`config.mk`:
```
export PLATFORM = sky130hd
export DESIGN_NAME = mem_arb
export DESIGN_NICKNAME = d
export VERILOG_FILES = /design/src/rtl/mem_arb_pkg.sv /design/src/rtl/mem_arb_wdt.sv /design/src/rtl/mem_arb.sv
export SDC_FILE = /design/constraint.sdc
export NUM_CORES = 1
export LEC_CHECK = 0
export ABC_CLOCK_PERIOD_IN_PS = 3050
export CAP_MARGIN = 10
export CORE_AREA = 3 3 40 42
export DETAILED_ROUTE_END_ITERATION = 10
export DIE_AREA = 0 0 43 45
export GPL_TIMING_DRIVEN = 0
export SLEW_MARGIN = 10
export SYNTH_ARGS = -nofsm -noshare
export SYNTH_HDL_FRONTEND = slang
export SYNTH_SLANG_ARGS = --single-unit
export TNS_END_PERCENT = 50
```
`constraint.sdc`:
```
create_clock -name memclk -period 3.05 [get_ports memclk]
set_input_delay 0.305 -clock memclk [delete_from_list [all_inputs] [get_ports memclk]]
set_output_delay 0.305 -clock memclk [all_outputs]
set_load 0.05 [all_outputs]
```
`src/rtl/mem_arb_pkg.sv`:
```
// mem_arb_pkg: shared encodings for the MCB access arbiter.
// arb_state codes double as the FSM state encoding so the state register
// can drive arb_state directly.
package mem_arb_pkg;

  localparam logic [1:0] ARB_RD   = 2'b00;
  localparam logic [1:0] ARB_WR   = 2'b01;
  localparam logic [1:0] ARB_IDLE = 2'b10;
  localparam logic [1:0] ARB_REL  = 2'b11;

  typedef enum logic [1:0] {
    ST_GNT_RD = ARB_RD,
    ST_GNT_WR = ARB_WR,
    ST_IDLE   = ARB_IDLE,
    ST_REL    = ARB_REL
  } arb_st_e;

  // Saturating increment of the consecutive-read counter.
  function automatic logic [2:0] rd_cnt_inc(input logic [2:0] cnt, input logic [2:0] max);
    return (cnt >= max) ? max : cnt + 3'd1;
  endfunction

endpackage

```
`src/rtl/mem_arb_wdt.sv`:
```
// arb_wdt: loadable down-counter with an expiry pulse.
// expired is high while en is set and the count has reached zero.
module arb_wdt #(
  parameter int unsigned W = 13
) (
  input  logic         clk,
  input  logic         rst,
  input  logic         load,
  input  logic [W-1:0] load_val,
  input  logic         en,
  output logic         expired
);

  logic [W-1:0] cnt;

  // Count down while enabled; reload on request.
  always_ff @(posedge clk) begin
    if (rst) begin
      cnt <= '0;
    end else if (load) begin
      cnt <= load_val;
    end else if (en && (cnt != '0)) begin
      cnt <= cnt - 1'b1;
    end
  end

  assign expired = en && (cnt == '0);

endmodule

```
`src/rtl/mem_arb.sv`:
```
// mem_arb: single-port MCB arbiter between the line-read (display) and
// line-write (capture) controllers. Reads win unless MAX_RD_RUN consecutive
// reads have been granted while a write is pending.
// Optional watchdog: define MEM_ARB_WDT_EN to force-release stuck grants.
module mem_arb
  import mem_arb_pkg::*;
#(
  parameter int unsigned MAX_RD_RUN = 4,
  parameter int unsigned TIMEOUT    = 4096,
  parameter int unsigned TO_W       = 13
) (
  input  logic       memclk,
  input  logic       rst,
  input  logic       rd_req,
  input  logic       wr_req,
  input  logic       rd_donep,
  input  logic       wr_donep,
  output logic       rd_memcon_en,
  output logic       wr_memcon_en,
  output logic [1:0] arb_state,
  output logic       timeout_err,
  output logic [2:0] rd_run_cnt
);

  localparam logic [2:0] RUN_MAX = 3'(MAX_RD_RUN);

  if (TIMEOUT < 2 || TIMEOUT > (1 << TO_W)) begin : g_bad_timeout
    $error("mem_arb: TIMEOUT must be in 2..2**TO_W");
  end

  arb_st_e    state, state_nxt;
  logic       owner_wr, owner_wr_nxt;
  logic [2:0] cnt_nxt;
  logic       rd_en_nxt, wr_en_nxt;
  logic       wdt_exp;

  // State, owner, fairness counter and registered grant enables.
  always_ff @(posedge memclk) begin
    if (rst) begin
      state        <= ST_IDLE;
      owner_wr     <= 1'b0;
      rd_run_cnt   <= '0;
      rd_memcon_en <= 1'b0;
      wr_memcon_en <= 1'b0;
    end else begin
      state        <= state_nxt;
      owner_wr     <= owner_wr_nxt;
      rd_run_cnt   <= cnt_nxt;
      rd_memcon_en <= rd_en_nxt;
      wr_memcon_en <= wr_en_nxt;
    end
  end

  // Next-state: grant selection in IDLE, donep handshake in grant/release.
  always_comb begin
    state_nxt    = state;
    owner_wr_nxt = owner_wr;
    cnt_nxt      = rd_run_cnt;
    unique case (state)
      ST_IDLE: begin
        if (rd_req && !rd_donep && !(wr_req && (rd_run_cnt == RUN_MAX))) begin
          state_nxt    = ST_GNT_RD;
          owner_wr_nxt = 1'b0;
          cnt_nxt      = rd_cnt_inc(rd_run_cnt, RUN_MAX);
        end else if (wr_req && !wr_donep) begin
          state_nxt    = ST_GNT_WR;
          owner_wr_nxt = 1'b1;
          cnt_nxt      = '0;
        end else if (!wr_req) begin
          cnt_nxt = '0;
        end
      end
      ST_GNT_RD: if (rd_donep) state_nxt = ST_REL;
      ST_GNT_WR: if (wr_donep) state_nxt = ST_REL;
      ST_REL:    if (!(owner_wr ? wr_donep : rd_donep)) state_nxt = ST_IDLE;
      default:   state_nxt = ST_IDLE;
    endcase
    if (wdt_exp) state_nxt = ST_IDLE;
  end

  // Output decode from the next state so the enables leave a flop.
  always_comb begin
    rd_en_nxt = (state_nxt == ST_GNT_RD);
    wr_en_nxt = (state_nxt == ST_GNT_WR);
  end

  assign arb_state = state;

`ifdef MEM_ARB_WDT_EN
  logic grant_entry;
  assign grant_entry = (state == ST_IDLE) && (state_nxt != ST_IDLE);

  // Loaded with TIMEOUT-2 so expiry lands on the edge that would make the
  // up-count equal TIMEOUT-1, i.e. the grant ends after TIMEOUT-1 cycles.
  arb_wdt #(.W(TO_W)) u_wdt (
    .clk      (memclk),
    .rst      (rst),
    .load     (grant_entry),
    .load_val (TO_W'(TIMEOUT - 2)),
    .en       (state != ST_IDLE),
    .expired  (wdt_exp)
  );

  // Sticky watchdog error, cleared only by reset.
  always_ff @(posedge memclk) begin
    if (rst)          timeout_err <= 1'b0;
    else if (wdt_exp) timeout_err <= 1'b1;
  end
`else
  assign wdt_exp     = 1'b0;
  assign timeout_err = 1'b0;
`endif

endmodule

```
==> results.md <==
- Switch share: about a third
- Gr ovfl total: 0
- Peak supply drop: about 0.00026 V
- Delay-heaviest family, CP: buffers and inverters
- Via count: ~420
- Fraction of layout cells with a size suffix above 1: a little under an eighth
- Vias per inst: between 4 and 5
- Mean post-synth cell area: around 8.3 sq um
- IO Pins: 14
- Fin. max-slew vios: 0
- Number of antenna violations at the first check in global routing: 0
- Leakage: approximately 0.25 nW
- # hold bufs at CTS: 0
- Num CTS Buffers: 3
- PD cells: approximately 460 nW/um^2
- Distinct cells, synth: 25
- Post-layout min period: between 1.5 and 2 ns
- Std cell rows: 13
- Die ar.: between 1500 and 2000 sq um
- DRT Pass-1 Iters: 4
- Crit path DAT: about 1.6 ns
- First-pass GRT wire length: approximately 1600 um
- Yosys synthesis warning count: 0
- Clock power frac: 28.7%
- Max_cap viols: 0
- Drt total wl: 961 um
- Fin. Hold Viols: 0
- Max stage delay cell, worst path: clkdlybuf4s50_1
- Buffers on Ports: 12
- Number of global-route vias before repair: around 360
- Worst-skew pair later-pin latency: 0.25 ns
- Hold slack: ~0.52 ns
- Cell taking the most area after synthesis: dfxtp_1
- Cts repair resizes: 0
- Peak Freq: between 500 and 600 MHz
- Setup TNS: 0 ns
- Total power: approximately 0.29 mW
- Hold crit path type: flop to flop
- WS Path Type: flop to output port
- Crit end category: output port
- Post-synth net total: 63
- Synth top area share: 34.9%
- Largest net degree at the start of global routing: 9
- Sw Pwr: about 0.095 mW
- Starting DRT DRC Count: 8
- Startpoint types: flop
- DRC viols: 0
- Syn Inst Count: 55
- Status: finished clean
- Placeable Area: approximately 1300 sq um
- Initial core utilization: 35.7%
- Final GP Congestion: around 0.7
- Synth Register Bits: 8
- Cell-internal power: between 0.15 and 0.2 mW
- Comb pwr share: between 20% and 30%
- H-tree Lvls: 1
- ANT cells: 0
- DPL Wire Length: around 740 um
- Critical path's largest stage delay: 0.85 ns
- WL per Instance: about 11 um
- Total setup buffers inserted after CTS: 0
- TritonCTS Sinks: 8
- Area Growth Syn to Fin: 35.1%
- Final Skew: 0.00367 ns
- CTS root buf: clkbuf_4
- Die height: ~45 um
- CP cell instances: clkdlybuf4s50_1
- Main area contributors after synthesis: dfxtp_1 35%, a21oi_1 5.4%, ha_1 5.4%
- Buffers and inverters on the worst path: 1
- TritonCTS clock tree: yes
- Synth Cell Area: about 460 sq um
- Total GRT Usage: between 10% and 20%
- Seq/Total Area, Yosys: about a third
- Req. time, crit path: about 2.7 ns
- Setup Viol. Count Final: 0
- Fin crit share: between 60 and 70%
- Final nets: 80
- Die Width: 43 um
- Share of power burned in registers: between 40% and 50%
- Clk buf depth: 2
- Clock-pin slew on the worst setup and hold paths: around 0.060 ns
- Crit-path max FO: 8
- RSZ-0062 raised after global routing: false
- Detail Route Antenna Nets: 0
## synthesized netlist by cell type
| library cell | n |
|---|---|
| nor3b_2 | 1 |
| o21ai_0 | 3 |
| nand2_1 | 6 |
| conb_1 | 1 |
| a31o_1 | 1 |
| nor2b_1 | 3 |
| nand3_1 | 2 |
| nor2_1 | 3 |
| ha_1 | 2 |
| a211oi_1 | 1 |
| a211o_1 | 1 |
| inv_1 | 3 |
| dfxtp_1 | 8 |
| and2_1 | 1 |
| a22oi_1 | 2 |
| buf_4 | 2 |
| a21o_1 | 1 |
| nand3b_1 | 1 |
| a2111oi_2 | 1 |
| nand2b_1 | 3 |
| a21oi_2 | 1 |
| or4_1 | 1 |
| and3b_1 | 1 |
| a21oi_1 | 5 |
| nand4b_1 | 1 |
## per-stage QoR
| stage | utilization [%] | area (sq um) | setup slack (ns) | cells |
|---|---|---|---|---|
| after floorplan | - | 459 | 1.58 | 55 |
| after global placement | 46.5 | 598 | 1.43 | 82 |
| after detailed placement | 46.5 | 598 | 1.44 | 82 |
| after CTS | 48.3 | 621 | 1.18 | 85 |
| after global routing | 48.3 | 621 | 1.14 | 85 |
| final | 48.3 | 621 | 1.19 | 85 |
## per-layer routing
layer | vias up | GRT usage (%) | routed length (um) | share of wire [%]
li1 | 229 | - | - | -
met1 | 176 | 16.9 | 504 | 52
met2 | 11 | 15.0 | 393 | 41
met3 | 2 | 2.39 | 43 | 4.5
met4 | 0 | 5.42 | 20 | 2.1
met5 | - | 0 | 0 | 0
## sequential cells by signal, summed over array words and instances (netlist names)
register      cells
arb_state         2
owner_wr          1
rd_memcon_en      1
rd_run_cnt        3
wr_memcon_en      1
## area by class of cell
cell class                 instances  area, sq um
clock buffer                       3         22.5
tap                               15         18.8
fill                             123          664
multi-input combinational         42          273
sequential                         8          160
inverter                           3         11.3
timing repair buffer              12          120
buffer                             2         15.0
## logic make-up after synthesis
| family | share of synthesized area [%] |
|---|---|
| AND/OR/NAND/NOR | 28.9 |
| flip-flops | 34.9 |
| adder cells (fa/ha/maj) | 5.45 |
| other | 0.817 |
| buffers and inverters | 5.72 |
| AO/OA/AOI/OAI | 24.2 |
## power by group through the flow
stage	sequential (mW)	combinational [mW]	clock, mW
global route	0.120	0.0931	0.0883
finish	0.118	0.0851	0.0820
CTS	0.118	0.0855	0.0843
floorplan	0.140	0.0381	0
detailed placement	0.121	0.0849	0
global placement	0.121	0.0852	0
## layout by cell type (no fill, tap or decap), types with 2 or more instances in the layout
| cell | netlist | final |
|---|---|---|
| inv_1 | 3 | 3 |
| clkdlybuf4s50_1 | 0 | 12 |
| o21ai_0 | 3 | 3 |
| nand3_1 | 2 | 2 |
| nor2b_1 | 3 | 3 |
| a21oi_1 | 5 | 5 |
| nor2_1 | 3 | 3 |
| buf_4 | 2 | 2 |
| a22oi_1 | 2 | 2 |
| dfxtp_1 | 8 | 8 |
| nand2_1 | 6 | 6 |
| nand2b_1 | 3 | 3 |
| ha_1 | 2 | 2 |
| clkbuf_4 | 0 | 3 |
## final timing paths
path | endpoint | start | cells past startpoint | slack, ns
min | owner_wr$_SDFFE_PP0P_ | owner_wr$_SDFFE_PP0P_ | 2 | 0.52
max reg2reg | wr_memcon_en$_SDFF_PP0_ | arb_state[1]$_SDFF_PP1_ | 4 | 1.81
max | rd_run_cnt[2] | rd_run_cnt[2]$_SDFFE_PP0P_ | 1 | 1.19
min reg2reg | owner_wr$_SDFFE_PP0P_ | owner_wr$_SDFFE_PP0P_ | 2 | 0.52
## tightest hold or removal path: stages, from the launching register on
cell and delay, ns:
dfxtp_1 0.32, nor2_1 0.11, a211oi_1 0.05
Note: power is estimated with default switching activity, not from simulation.
